==> src/rtl/uart_pkg.sv <==
// ============================================================================
// Module      : uart_pkg
// Description : Shared types, constants and helpers for the UART transmitter.
//               The optional PARITY state exists only when UART_TX_PARITY_EN
//               is defined.
// Revision    : 1.0  initial release
// ============================================================================
`default_nettype none

package uart_pkg;

  localparam int DATA_BITS = 8;

  // Transmit sequencer states; PARITY only exists in the parity build.
  typedef enum logic [2:0] {
    IDLE   = 3'd0,
    START  = 3'd1,
    DATA   = 3'd2,
`ifdef UART_TX_PARITY_EN
    PARITY = 3'd3,
`endif
    STOP   = 3'd4
  } tx_state_t;

  // Clock cycles per serial bit, truncated; zero baud yields 0 so the
  // caller's range check reports the problem instead of a divide error.
  function automatic int calc_cycles_per_bit(input int freq_hz, input int baud);
    if (baud <= 0) begin
      return 0;
    end
    return freq_hz / baud;
  endfunction

endpackage

`default_nettype wire

==> src/rtl/uart_baud_counter.sv <==
// ============================================================================
// Module      : uart_baud_counter
// Description : Modulo-N event counter. tc_out is high for the cycle in which
//               the count equals N-1; the counter then wraps to 0. clear_in
//               holds the count at 0 and suppresses tc_out.
// Revision    : 1.0  initial release
// ============================================================================
`default_nettype none

module uart_baud_counter #(
  parameter int N = 10
) (
  input  logic clk_in,
  input  logic rst_in,
  input  logic clear_in,
  output logic tc_out
);

  // Width kept legal even for an out-of-range N so the parent's check fires.
  localparam int          W      = (N < 2) ? 1 : $clog2(N);
  localparam logic [W-1:0] C_LAST = W'(N - 1);

  logic [W-1:0] r_cnt;

  // Terminal count is a compare against the last value, so no overflow.
  assign tc_out = !clear_in && (r_cnt == C_LAST);

  // Count up, wrapping on terminal count; held at zero while cleared.
  always_ff @(posedge clk_in or negedge rst_in) begin
    if (!rst_in) begin
      r_cnt <= '0;
    end else if (clear_in || tc_out) begin
      r_cnt <= '0;
    end else begin
      r_cnt <= r_cnt + W'(1);
    end
  end

endmodule

`default_nettype wire

==> src/rtl/uart_tx_ctrl.sv <==
// ============================================================================
// Module      : uart_tx_ctrl
// Description : UART transmit controller. Accepts a byte on a trigger edge
//               while idle and shifts out start, 8 data bits (LSB first),
//               optional even parity, and stop, each CYCLES_PER_BIT cycles.
//               Optional feature macro: UART_TX_PARITY_EN (adds parity bit).
// Revision    : 1.0  initial release
// ============================================================================
`default_nettype none

module uart_tx_ctrl
  import uart_pkg::*;
#(
  parameter int INPUT_CLOCK_FREQ = 100_000_000,
  parameter int BAUD_RATE        = 9600
) (
  input  logic                 clk_in,
  input  logic                 rst_in,
  input  logic [DATA_BITS-1:0] data_byte_in,
  input  logic                 trigger_in,
  output logic                 busy_out,
  output logic                 done_out,
  output logic                 tx_wire_out
);

  localparam int CYCLES_PER_BIT = calc_cycles_per_bit(INPUT_CLOCK_FREQ, BAUD_RATE);
  localparam logic [2:0] LAST_BIT = 3'(DATA_BITS - 1);

  if (CYCLES_PER_BIT < 2) begin : g_cpb_check
    $error("uart_tx_ctrl: CYCLES_PER_BIT must be >= 2");
  end

  tx_state_t            r_state;
  tx_state_t            w_state_next;
  logic [2:0]           r_bit_idx;
  logic [2:0]           w_bit_idx_next;
  logic [DATA_BITS-1:0] r_byte;
  logic [DATA_BITS-1:0] w_byte_next;
  logic                 r_tx;
  logic                 w_tx_next;
  logic                 r_done;
  logic                 w_done_next;
  logic                 w_tc;
  logic                 w_baud_clear;

  // Baud counter idles at zero so the first bit period starts on acceptance.
  uart_baud_counter #(
    .N (CYCLES_PER_BIT)
  ) u_baud (
    .clk_in   (clk_in),
    .rst_in   (rst_in),
    .clear_in (w_baud_clear),
    .tc_out   (w_tc)
  );

  // Next-state, bit index, byte latch and done-pulse decisions.
  always_comb begin
    w_state_next   = r_state;
    w_bit_idx_next = r_bit_idx;
    w_byte_next    = r_byte;
    w_done_next    = 1'b0;
    w_baud_clear   = 1'b0;
    unique case (r_state)
      IDLE: begin
        w_baud_clear = 1'b1;
        if (trigger_in) begin
          w_byte_next    = data_byte_in;
          w_bit_idx_next = '0;
          w_state_next   = START;
        end
      end
      START: begin
        if (w_tc) begin
          w_state_next = DATA;
        end
      end
      DATA: begin
        if (w_tc) begin
          w_bit_idx_next = r_bit_idx + 3'd1;
          if (r_bit_idx == LAST_BIT) begin
`ifdef UART_TX_PARITY_EN
            w_state_next = PARITY;
`else
            w_state_next = STOP;
`endif
          end
        end
      end
`ifdef UART_TX_PARITY_EN
      PARITY: begin
        if (w_tc) begin
          w_state_next = STOP;
        end
      end
`endif
      STOP: begin
        if (w_tc) begin
          w_state_next = IDLE;
          w_done_next  = 1'b1;
        end
      end
      default: begin
        w_state_next = IDLE;
      end
    endcase
  end

  // Line level is derived from the upcoming state so the registered output
  // changes on the same edge as the state (start bit right at acceptance).
  always_comb begin
    w_tx_next = 1'b1;
    unique case (w_state_next)
      START:   w_tx_next = 1'b0;
      DATA:    w_tx_next = w_byte_next[w_bit_idx_next];
`ifdef UART_TX_PARITY_EN
      PARITY:  w_tx_next = ^w_byte_next;
`endif
      default: w_tx_next = 1'b1;
    endcase
  end

  // State, counters and output registers; reset aborts any frame at once.
  always_ff @(posedge clk_in or negedge rst_in) begin
    if (!rst_in) begin
      r_state   <= IDLE;
      r_bit_idx <= '0;
      r_byte    <= '0;
      r_tx      <= 1'b1;
      r_done    <= 1'b0;
    end else begin
      r_state   <= w_state_next;
      r_bit_idx <= w_bit_idx_next;
      r_byte    <= w_byte_next;
      r_tx      <= w_tx_next;
      r_done    <= w_done_next;
    end
  end

  assign busy_out    = (r_state != IDLE);
  assign done_out    = r_done;
  assign tx_wire_out = r_tx;

endmodule

`default_nettype wire

==> config.mk <==
export PLATFORM = sky130hd
export DESIGN_NAME = uart_tx_ctrl
export DESIGN_NICKNAME = d
export VERILOG_FILES = /design/src/rtl/uart_pkg.sv /design/src/rtl/uart_baud_counter.sv /design/src/rtl/uart_tx_ctrl.sv
export SDC_FILE = /design/constraint.sdc
export NUM_CORES = 1
export LEC_CHECK = 0
export CAP_MARGIN = 20
export CORE_UTILIZATION = 30
export DETAILED_ROUTE_END_ITERATION = 16
export PLACE_DENSITY = 0.49
export SLEW_MARGIN = 10
export SYNTH_ARGS = -nofsm -noshare
export SYNTH_HDL_FRONTEND = slang
export SYNTH_SLANG_ARGS = --single-unit
==> constraint.sdc <==
create_clock -name clk_in -period 2.1 [get_ports clk_in]
set_input_delay 0.42 -clock clk_in [delete_from_list [all_inputs] [get_ports clk_in]]
set_output_delay 0.42 -clock clk_in [all_outputs]
set_load 0.03 [all_outputs]
==> results_dict.tcl, run 1 <==
set metrics [dict create \
    ctsLongestPathBuffers 2 \
    timing.critical_path.buf_inv 0 \
    crit-reg2reg-launch "u_baud.r_cnt[10]$_DFF_PN0_" \
    worst-setup-path-type "reg -> reg" \
    clock-skew-final_ns 0.00327 \
    critPathArrivalTime_ns 2.35 \
    synth_top_family_by_area "simple AND/OR/NAND/NOR gates" \
    cts_root_buffer "clkbuf_8" \
    min_delay_worst_endpoint "r_byte[0]$_DFF_PN0_" \
    power_per_cell_area_mw_per_mm2 774 \
    critical_path.reg2reg.endpoint "tx_wire_out$_DFF_PN1_" \
    grt_use_total 0.129 \
    leakage_uw 0.000881 \
    muxShareOfSynthArea 0.0885 \
    hold_class "reg -> reg" \
    unrepaired_setup_endpoints_after_global_routing "true" \
    worst-r2r-setup-slack_ns -0.05 \
    syn-cell-area_sq_mm 0.00149 \
    cts-htree-levels 2 \
    initial_core_util 0.312 \
    chipWidth_um 72.4 \
    yosys.area_share.adder 0.0253 \
    synth_enable_flop_cells 0 \
    clock_insertion_delay_worst_skew_ns 0.27 \
    grt_pass1_wl_um 5080 \
    drt-total-wl_um 2870 \
    dominantRegCellSynth "dfrtp_1" \
    failed_checks "negative setup slack" \
    antenna_cells_inserted 0 \
    postSynthAreaPerCell_sq_um 10.8 \
    drive_gt1_frac 0.290 \
    relative_max_transition_margin 0.731 \
    crit_required_ns 2.30 \
    max_stage_delay_ns 0.39 \
    globalplace.congestion 0.735 \
    nNetsFinal 189 \
    post_synth_xor_area_fraction 0.0708 \
    finalCritPeriodShare 1.03 \
    reg2reg_depth 7 \
    drtAntennaViolNets 0 \
    clk_pin_slew_ns 0.07 \
    routed-via-count 1088 \
    critical_path_cell_with_the_highest_stage_delay "dfrtp_1" \
    fin_hold_ws_ns 0.505 \
    postSynthRegisterBits 30 \
    synth.yosys.warnings 0 \
    met2_usage 0.209 \
    post-synth-top-area-cell "dfrtp_1" \
    floorplan.die_area_sq_mm 0.00524 \
    worst_hold_path_depth 1 \
    postLayoutSetupSlackWorst_ns -0.0533 \
    grt_start_max_net_pins 31 \
    cts_num_sinks 30 \
    hold_fix_buffers_at_cts 0 \
    report.final.setup_viol 1 \
    portion_of_the_post_synthesis_area_used_by_sequential_elements 0.506 \
    synth_top_area_share 0.489 \
    routed_wire_length_per_instance_um 11.8 \
    grt.overflow.total 0 \
    max_slew_violations 0 \
    endpoints_failing_hold 0 \
    setup.worst_path.end_class "flop" \
    number_of_global_route_vias_before_repair 1126 \
    synth_area_leaders "dfrtp_1 (49%), mux2_2 (6.8%), xor2_1 (5.9%)" \
    mappedNetlistNets 151 \
    post_synth_most_frequent_cells "dfrtp_1 (29), nor2_1 (21), xor2_1 (10)" \
    synth_simple_gate_area_frac 0.195 \
    path_cells "nor4bb_2 > and4_4 > mux2i_4 > a21o_2 > a2111oi_2 > a2111o_1 > a31oi_1" \
    outcome "complete, but fails checks" \
    power.ir.vdd_worst_mv 0.415 \
    grt_util_met3 0.0417 \
    numCtsBuffers 5 \
    synth-compound-area-share 0.0783 \
    dr.pass1.iters 4 \
    die_height_um 72.4 \
    post_synthesis_to_final_layout_area_growth_pct 31.4 \
    worst_setup_path_start_kind "flop" \
    synth_cell_type_count 38 \
    placement.io_buffers 13 \
    drc_errors_left 0 \
    grtUsageMet1 0.158 \
    path_max_fanout 5 \
    sum_of_negative_setup_slack_ns -0.0533 \
    worst_pin_slew_ns 0.393 \
    initial_antenna_violation_count 0 \
    top_level_ports 14 \
    yosysMostFrequentCell "dfrtp_1" \
    ys_async_sr_fraction 1.00 \
    top_usage_layer "met2" \
    max_freq_ghz 0.464 \
    initialDrtViolationCount 72 \
    fp.coreArea_sq_mm 0.00475 \
    cts_tree "done" \
    viasPerCell 4.48 \
    max_cap_violations 0 \
    dpl.hpwl_um 2060 \
    rows 25 \
    timing.final.crit_period_ns 2.15 \
    synth_cells 137 \
    holdCritStartpoint "r_byte[0]$_DFF_PN0_" \
    critical_path.top_delay_family "compound AO/OA/AOI/OAI gates" \
]
## cell families (layout without fill, tap and decap cells)
kind of cell,after synthesis,count (layout)
muxes,12,12
xor gates and xnor gates,12,12
and+or+nand+nor,55,55
DFF,30,30
buffers and inverters,11,50
AOI/OAI and AO/OA,14,14
adders and majority gates,3,3
## layer usage
layer,vias to the layer above,share of wire
li1,549,-
met1,524,0.49
met2,11,0.47
met3,4,0.025
met4,0,0.016
met5,-,0
## cell usage in the layout (no fill, tap or decap), types with 2 or more instances in the layout
cell type        synthesis  final
inv_1                    6      6
ha_1                     3      2
and3_1                   2      2
nand2_1                  8      8
xor2_1                  10     10
nor2b_1                  2      2
mux2_2                   9      9
xnor2_1                  2      2
clkbuf_8                 0      6
o21ai_0                  2      2
clkdlybuf4s50_1          0     12
mux2i_1                  3      2
nor2_1                  21     21
buf_4                    0     23
dfrtp_1                 29     29
nand3_1                  7      7
nand4_1                  3      3
a21oi_1                  3      3
and4_4                   2      2
## report_power, final
group | leakage, uW | internal [uW] | switching, uW
combinational | 0.000449 | 174 | 156
sequential | 0.000384 | 658 | 45.2
clock | 0.0000482 | 264 | 214
total | 0.000881 | 1100 | 415
## repair_timing
| action | 4_1_cts | 5_1_grt |
|---|---|---|
| setup endpoints to repair | 2 | 1 |
| pin swaps | 1 | 0 |
| buffers inserted | 0 | 0 |
| resized for setup | 3 | 0 |
## how the worst max path moves through the flow
stage                                from               endpoint  cells past startpoint
2_1_floorplan   u_baud.r_cnt[0]$_DFF_PN0_  tx_wire_out$_DFF_PN1_                      9
3_3_place_gp   u_baud.r_cnt[10]$_DFF_PN0_  tx_wire_out$_DFF_PN1_                      7
3_5_place_dp                   trigger_in  tx_wire_out$_DFF_PN1_                      6
4_1_cts        u_baud.r_cnt[10]$_DFF_PN0_  tx_wire_out$_DFF_PN1_                      7
5_1_grt        u_baud.r_cnt[10]$_DFF_PN0_  tx_wire_out$_DFF_PN1_                      7
6_report       u_baud.r_cnt[10]$_DFF_PN0_  tx_wire_out$_DFF_PN1_                      7
## worst reg2reg max path, delay by kind of cell (launching register included)
kind | cells | cell delay (ns)
AOI/OAI and AO/OA | 4 | 0.77
and+or+nand+nor | 2 | 0.67
DFF | 1 | 0.39
muxes | 1 | 0.25
## layout make-up
type	instances	area [sq um]
Tap cell	67	83.8
Timing Repair Buffer	36	302
Multi-Input combinational cell	96	701
Fill cell	473	2800
Inverter	6	22.5
Clock buffer	7	86.3
Clock inverter	1	5.00
Sequential cell	30	752
## metrics by stage
stage                     std cells   util  setup slack [ns]  cell area (sq um)  power, uW
after detailed placement        235  0.388            -0.113               1850       1040
after global routing            243  0.411            -0.125               1950       1610
after floorplan                 137      -           -0.0576               1490        890
after CTS                       243  0.411           -0.0795               1950       1530
after global placement          235  0.388            -0.104               1850       1030
final                           243  0.411           -0.0533               1950       1510
## flip-flops by register name (all words and copies together), names as in the netlist
signal        cells
r_state           3
tx_wire_out       1
u_baud.r_cnt     14
r_byte            8
r_bit_idx         3
done_out          1
Power figures use the tool's default switching activity.
==> run 2: changes to the inputs <==
--- a/config.mk
+++ b/config.mk
@@ -7,7 +7,10 @@
 export LEC_CHECK = 0
 export CAP_MARGIN = 20
+export CELL_PAD_IN_SITES_DETAIL_PLACEMENT = 0
+export CELL_PAD_IN_SITES_GLOBAL_PLACEMENT = 1
+export CORE_ASPECT_RATIO = 0.7
 export CORE_UTILIZATION = 30
 export DETAILED_ROUTE_END_ITERATION = 16
-export PLACE_DENSITY = 0.49
+export PLACE_DENSITY = 0.58
 export SLEW_MARGIN = 10
 export SYNTH_ARGS = -nofsm -noshare
==> constraint.sdc (replaced) <==
create_clock -name clk_in -period 2.1 [get_ports clk_in]
set_input_delay 0.42 -clock clk_in [delete_from_list [all_inputs] [get_ports clk_in]]
set_output_delay 0.42 -clock clk_in [all_outputs]
set_load 0.05 [all_outputs]
==> results_dict.tcl, run 2 (synthesis gave the netlist of run 1 again) <==
set metrics [dict create \
    outcome "complete, but fails checks" \
    failed_checks "negative setup slack" \
    largest_register_ffs 14 \
    dr.pass1.iters 4 \
    ctsLongestPathBuffers 2 \
    power_per_cell_area_mw_per_mm2 749 \
    cts_tree "done" \
    setup.worst_path.end_class "flop" \
    routed-via-count 1142 \
    critical_path_cell_with_the_highest_stage_delay "a2111o_1" \
    clock_insertion_delay_worst_skew_ns 0.28 \
    grt_start_max_net_pins 31 \
    antenna_cells_inserted 0 \
    floorplan.die_area_sq_mm 0.00524 \
    numCtsBuffers 5 \
    biggestRegsByFlops "u_baud.r_cnt (14), r_byte (8)" \
    layout.cells.most_common_list "dfrtp_1 (29), buf_4 (29), nor2_1 (21), clkdlybuf4s50_1 (11), xor2_1 (10)" \
    power.ir.vdd_worst_mv 0.328 \
    max_stage_delay_ns 0.40 \
    grt_pass1_wl_um 5250 \
    post_synthesis_to_final_layout_area_growth_pct 33.6 \
    dpl.hpwl_um 2300 \
    endpoints_failing_hold 0 \
    unrepaired_setup_endpoints_after_global_routing "true" \
    die_height_um 60.9 \
    initialDrtViolationCount 41 \
    rows 21 \
    grt_use_total 0.134 \
    finalCritPeriodShare 1.01 \
    drt-total-wl_um 3120 \
    drtAntennaViolNets 0 \
    max_freq_ghz 0.473 \
    cts_root_buffer "clkbuf_8" \
    clk_pin_slew_ns 0.06 \
    post_dp_cell_area_sq_mm 0.00186 \
    report.final.setup_viol 1 \
    fp.coreArea_sq_mm 0.00476 \
    globalplace.congestion 0.714 \
    max_cap_violations 0 \
    top_level_ports 14 \
    cts-htree-levels 2 \
    drive_gt1_frac 0.306 \
    final_cell_area_sq_mm 0.00198 \
    hold_fix_buffers_at_cts 0 \
    postLayoutSetupSlackWorst_ns -0.0142 \
    crit_required_ns 2.30 \
    cts_num_sinks 30 \
    drc_errors_left 0 \
    max_slew_violations 0 \
    worst_setup_path_start_kind "flop" \
    hold_class "reg -> reg" \
    worst_pin_slew_ns 0.485 \
    relative_max_transition_margin 0.675 \
    routed_wire_length_per_instance_um 12.5 \
    fillers 466 \
    dp_worst_setup_slack_ns -0.189 \
    timing.final.crit_period_ns 2.11 \
    viasPerCell 4.59 \
    worst-setup-path-type "reg -> reg" \
    nNetsFinal 193 \
    grt.overflow.total 0 \
    initial_antenna_violation_count 0 \
    path_cells "nor4bb_2 > and4_4 > mux2i_1 > a22o_1 > inv_1 > a2111o_1 > a31oi_1" \
    path_max_fanout 5 \
    placement.io_buffers 13 \
    registers.top_by_ff_count "u_baud.r_cnt" \
    critPathArrivalTime_ns 2.31 \
    clock-skew-final_ns 0.00604 \
    leakage_uw 0.000895 \
    number_of_global_route_vias_before_repair 1172 \
    worst-r2r-setup-slack_ns -0.01 \
    chipWidth_um 86.1 \
    initial_core_util 0.312 \
]
[run 2: routing by layer]
layer | GRT usage | up-vias | part of all wire
li1 | - | 559 | -
met1 | 0.170 | 562 | 0.52
met2 | 0.212 | 17 | 0.44
met3 | 0.0463 | 4 | 0.031
met4 | 0.0571 | 0 | 0.010
met5 | 0 | - | 0
[run 2: area by class of cell]
type,instances,area [sq um],area share
flip-flops and latches,30,752,0.379
clock buffers,8,80.1,0.0404
well taps,69,86.3,0.0435
repair buffers,40,328,0.165
multi-input cells,96,716,0.361
inverters,6,22.5,0.0113
[run 2: worst paths after layout]
path,start,endpoint,depth (start not counted)
worst min register to register,r_byte[3]$_DFF_PN0_,r_byte[3]$_DFF_PN0_,1
worst max-delay path,u_baud.r_cnt[12]$_DFF_PN0_,tx_wire_out$_DFF_PN1_,7
min in group asynchronous,rst_in,u_baud.r_cnt[1]$_DFF_PN0_,2
worst max register to register,u_baud.r_cnt[12]$_DFF_PN0_,tx_wire_out$_DFF_PN1_,7
max in group asynchronous,rst_in,tx_wire_out$_DFF_PN1_,2
worst min-delay path,r_byte[3]$_DFF_PN0_,r_byte[3]$_DFF_PN0_,1
[run 2: metrics by stage]
stage	total power (uW)	util	setup TNS, ns	hold slack [ns]	instances
final	1490	0.417	-0.0142	0.502	249
after global routing	1580	0.417	-0.162	0.516	249
after CTS	1500	0.416	-0.0426	0.505	249
after detailed placement	1060	0.391	-0.189	0.492	239
after global placement	1050	0.391	-0.104	0.481	239
after floorplan	890	-	-0.0576	0.124	137
[run 2: power by group]
group	internal (uW)	switching [uW]
registers	658	39.6
logic	188	163
clock network	235	203
[run 2: timing repair]
item / in CTS / in global routing
pin swaps: 3 / 3
endpoints found under the setup margin: 1 / 1
gates cloned: 0 / 0
hold endpoints to repair: 0 / 0
gates resized for setup: 3 / 2
buffers inserted: 2 / 0
[run 2: worst max-delay path: cells and delay by family (launching register included)]
family	cells	cell delay [ns]
muxes	1	0.20
DFF	1	0.39
and+or+nand+nor	2	0.65
AOI/OAI and AO/OA	3	0.73
buffers and inverters	1	0.06
==> run 3: changes to the inputs <==
Settings changed: GPL_TIMING_DRIVEN set to 0.
==> results_dict.tcl, run 3 (synthesis gave the netlist of run 1 again) <==
set metrics [dict create \
    registers.top_by_ff_count "u_baud.r_cnt" \
    clock_insertion_delay_worst_skew_ns 0.28 \
    power_per_cell_area_mw_per_mm2 762 \
    sum_of_negative_setup_slack_ns -0.134 \
    floorplan.die_area_sq_mm 0.00524 \
    max_freq_ghz 0.448 \
    routed-via-count 1077 \
    grtUsageMet1 0.204 \
    max_stage_delay_ns 0.35 \
    setup.worst_path.end_class "flop" \
    grt.overflow.total 0 \
    endpoints_failing_hold 0 \
    power.ir.vdd_worst_mv 0.249 \
    drive_gt1_frac 0.240 \
    cts-htree-levels 2 \
    grt_start_max_net_pins 31 \
    rows 21 \
    postLayoutSetupSlackWorst_ns -0.134 \
    outcome "complete, but fails checks" \
    max_slew_violations 0 \
    largest_register_ffs 14 \
    cts_num_sinks 30 \
    biggestRegsByFlops "u_baud.r_cnt (14), r_byte (8)" \
    cts_root_buffer "clkbuf_8" \
    final_cell_area_sq_mm 0.00189 \
    routed_wire_length_per_instance_um 12.8 \
    worst_pin_slew_ns 0.703 \
    chipWidth_um 86.1 \
    fp.coreArea_sq_mm 0.00476 \
    placement.io_buffers 13 \
    drtAntennaViolNets 0 \
    number_of_global_route_vias_before_repair 1044 \
    met2_usage 0.173 \
    worst_setup_path_start_kind "flop" \
    globalplace.congestion 0.786 \
    critPathArrivalTime_ns 2.44 \
    dr.pass1.iters 4 \
    numCtsBuffers 5 \
    clk_pin_slew_ns 0.06 \
    post_dp_cell_area_sq_mm 0.00170 \
    failed_checks "negative setup slack" \
    grt_util_met3 0.0463 \
    initialDrtViolationCount 41 \
    finalPower_uw 1440 \
    unrepaired_setup_endpoints_after_global_routing "true" \
    initial_core_util 0.312 \
    dpl.hpwl_um 2090 \
    report.final.setup_viol 1 \
    worst-setup-path-type "reg -> reg" \
    relative_max_transition_margin 0.532 \
    critical_path.top_delay_family "compound AO/OA/AOI/OAI gates" \
    fin_hold_ws_ns 0.186 \
    clock-skew-final_ns 0.00391 \
    top_level_ports 14 \
    path_max_fanout 5 \
    max_cap_violations 0 \
    drc_errors_left 0 \
    critical_path_cell_with_the_highest_stage_delay "dfrtp_1" \
    die_height_um 60.9 \
    nNetsFinal 180 \
    finalCritPeriodShare 1.06 \
    viasPerCell 4.56 \
    crit_required_ns 2.30 \
    leakage_uw 0.000827 \
    hold_fix_buffers_at_cts 0 \
    grt_use_total 0.136 \
    antenna_cells_inserted 0 \
    ctsLongestPathBuffers 2 \
    grt_pass1_wl_um 5180 \
    post_synthesis_to_final_layout_area_growth_pct 27.5 \
    initial_antenna_violation_count 0 \
    top_usage_layer "met1" \
    layout.cells.most_common_list "dfrtp_1 (29), nor2_1 (21), clkdlybuf4s50_1 (11), xor2_1 (10), buf_4 (10)" \
    critical-path-top-cell-by-count "and4_4" \
    timing.final.crit_period_ns 2.23 \
    final_common_cell "dfrtp_1" \
    cts_tree "done" \
    hold_class "in -> async" \
    timing.critical_path.buf_inv 2 \
    dp_worst_setup_slack_ns -0.379 \
    path_cells "ha_2 > and4_4 > and4_4 > buf_8 > nand4_1 > o211ai_4 > buf_4 > a2111oi_2 > a2111o_1 > a31oi_1" \
    drt-total-wl_um 3020 \
]
-- run 3: routing by layer --
layer / vias up / wire length [um] / part of all wire
met4: 0 / 47 / 0.016
met2: 17 / 1170 / 0.39
li1: 533 / - / -
met1: 520 / 1700 / 0.56
met5: - / 0 / 0
met3: 7 / 113 / 0.037
-- run 3: per-stage QoR --
step                utilization  std cells
global placement          0.359        219
global route              0.398        236
detailed placement        0.358        219
floorplan                     -        137
finish                    0.398        236
CTS                       0.396        235
-- run 3: power by group --
part	switching (uW)	total [uW]	internal (uW)	leakage, uW
Combinational	113	256	143	0.000404
Clock	210	445	235	0.0000395
Sequential	83.1	741	658	0.000384
-- run 3: repair_timing --
item | in CTS | in global routing
pin swaps | 4 | 3
resized for setup | 10 | 2
setup endpoints to repair | 2 | 1
setup buffers | 8 | 1
-- run 3: final timing paths --
path	end	startpoint	cells after the start	slack, ns
max in group asynchronous	r_state[1]$_DFF_PN0_	rst_in	1	1.46
min	u_baud.r_cnt[6]$_DFF_PN0_	rst_in	1	0.19
max reg2reg	tx_wire_out$_DFF_PN1_	u_baud.r_cnt[0]$_DFF_PN0_	10	-0.13
max	tx_wire_out$_DFF_PN1_	u_baud.r_cnt[0]$_DFF_PN0_	10	-0.13
min reg2reg	r_byte[1]$_DFF_PN0_	r_byte[1]$_DFF_PN0_	1	0.50
min in group clk_in	r_byte[1]$_DFF_PN0_	r_byte[1]$_DFF_PN0_	1	0.50
-- run 3: area by class of cell --
class / instances / area (sq um)
sequential: 30 / 752
tap: 69 / 86.3
buffer: 5 / 35.0
multi-input combinational: 96 / 727
inverter: 6 / 22.5
timing repair buffer: 22 / 191
fill: 490 / 2860
clock buffer: 8 / 80.1
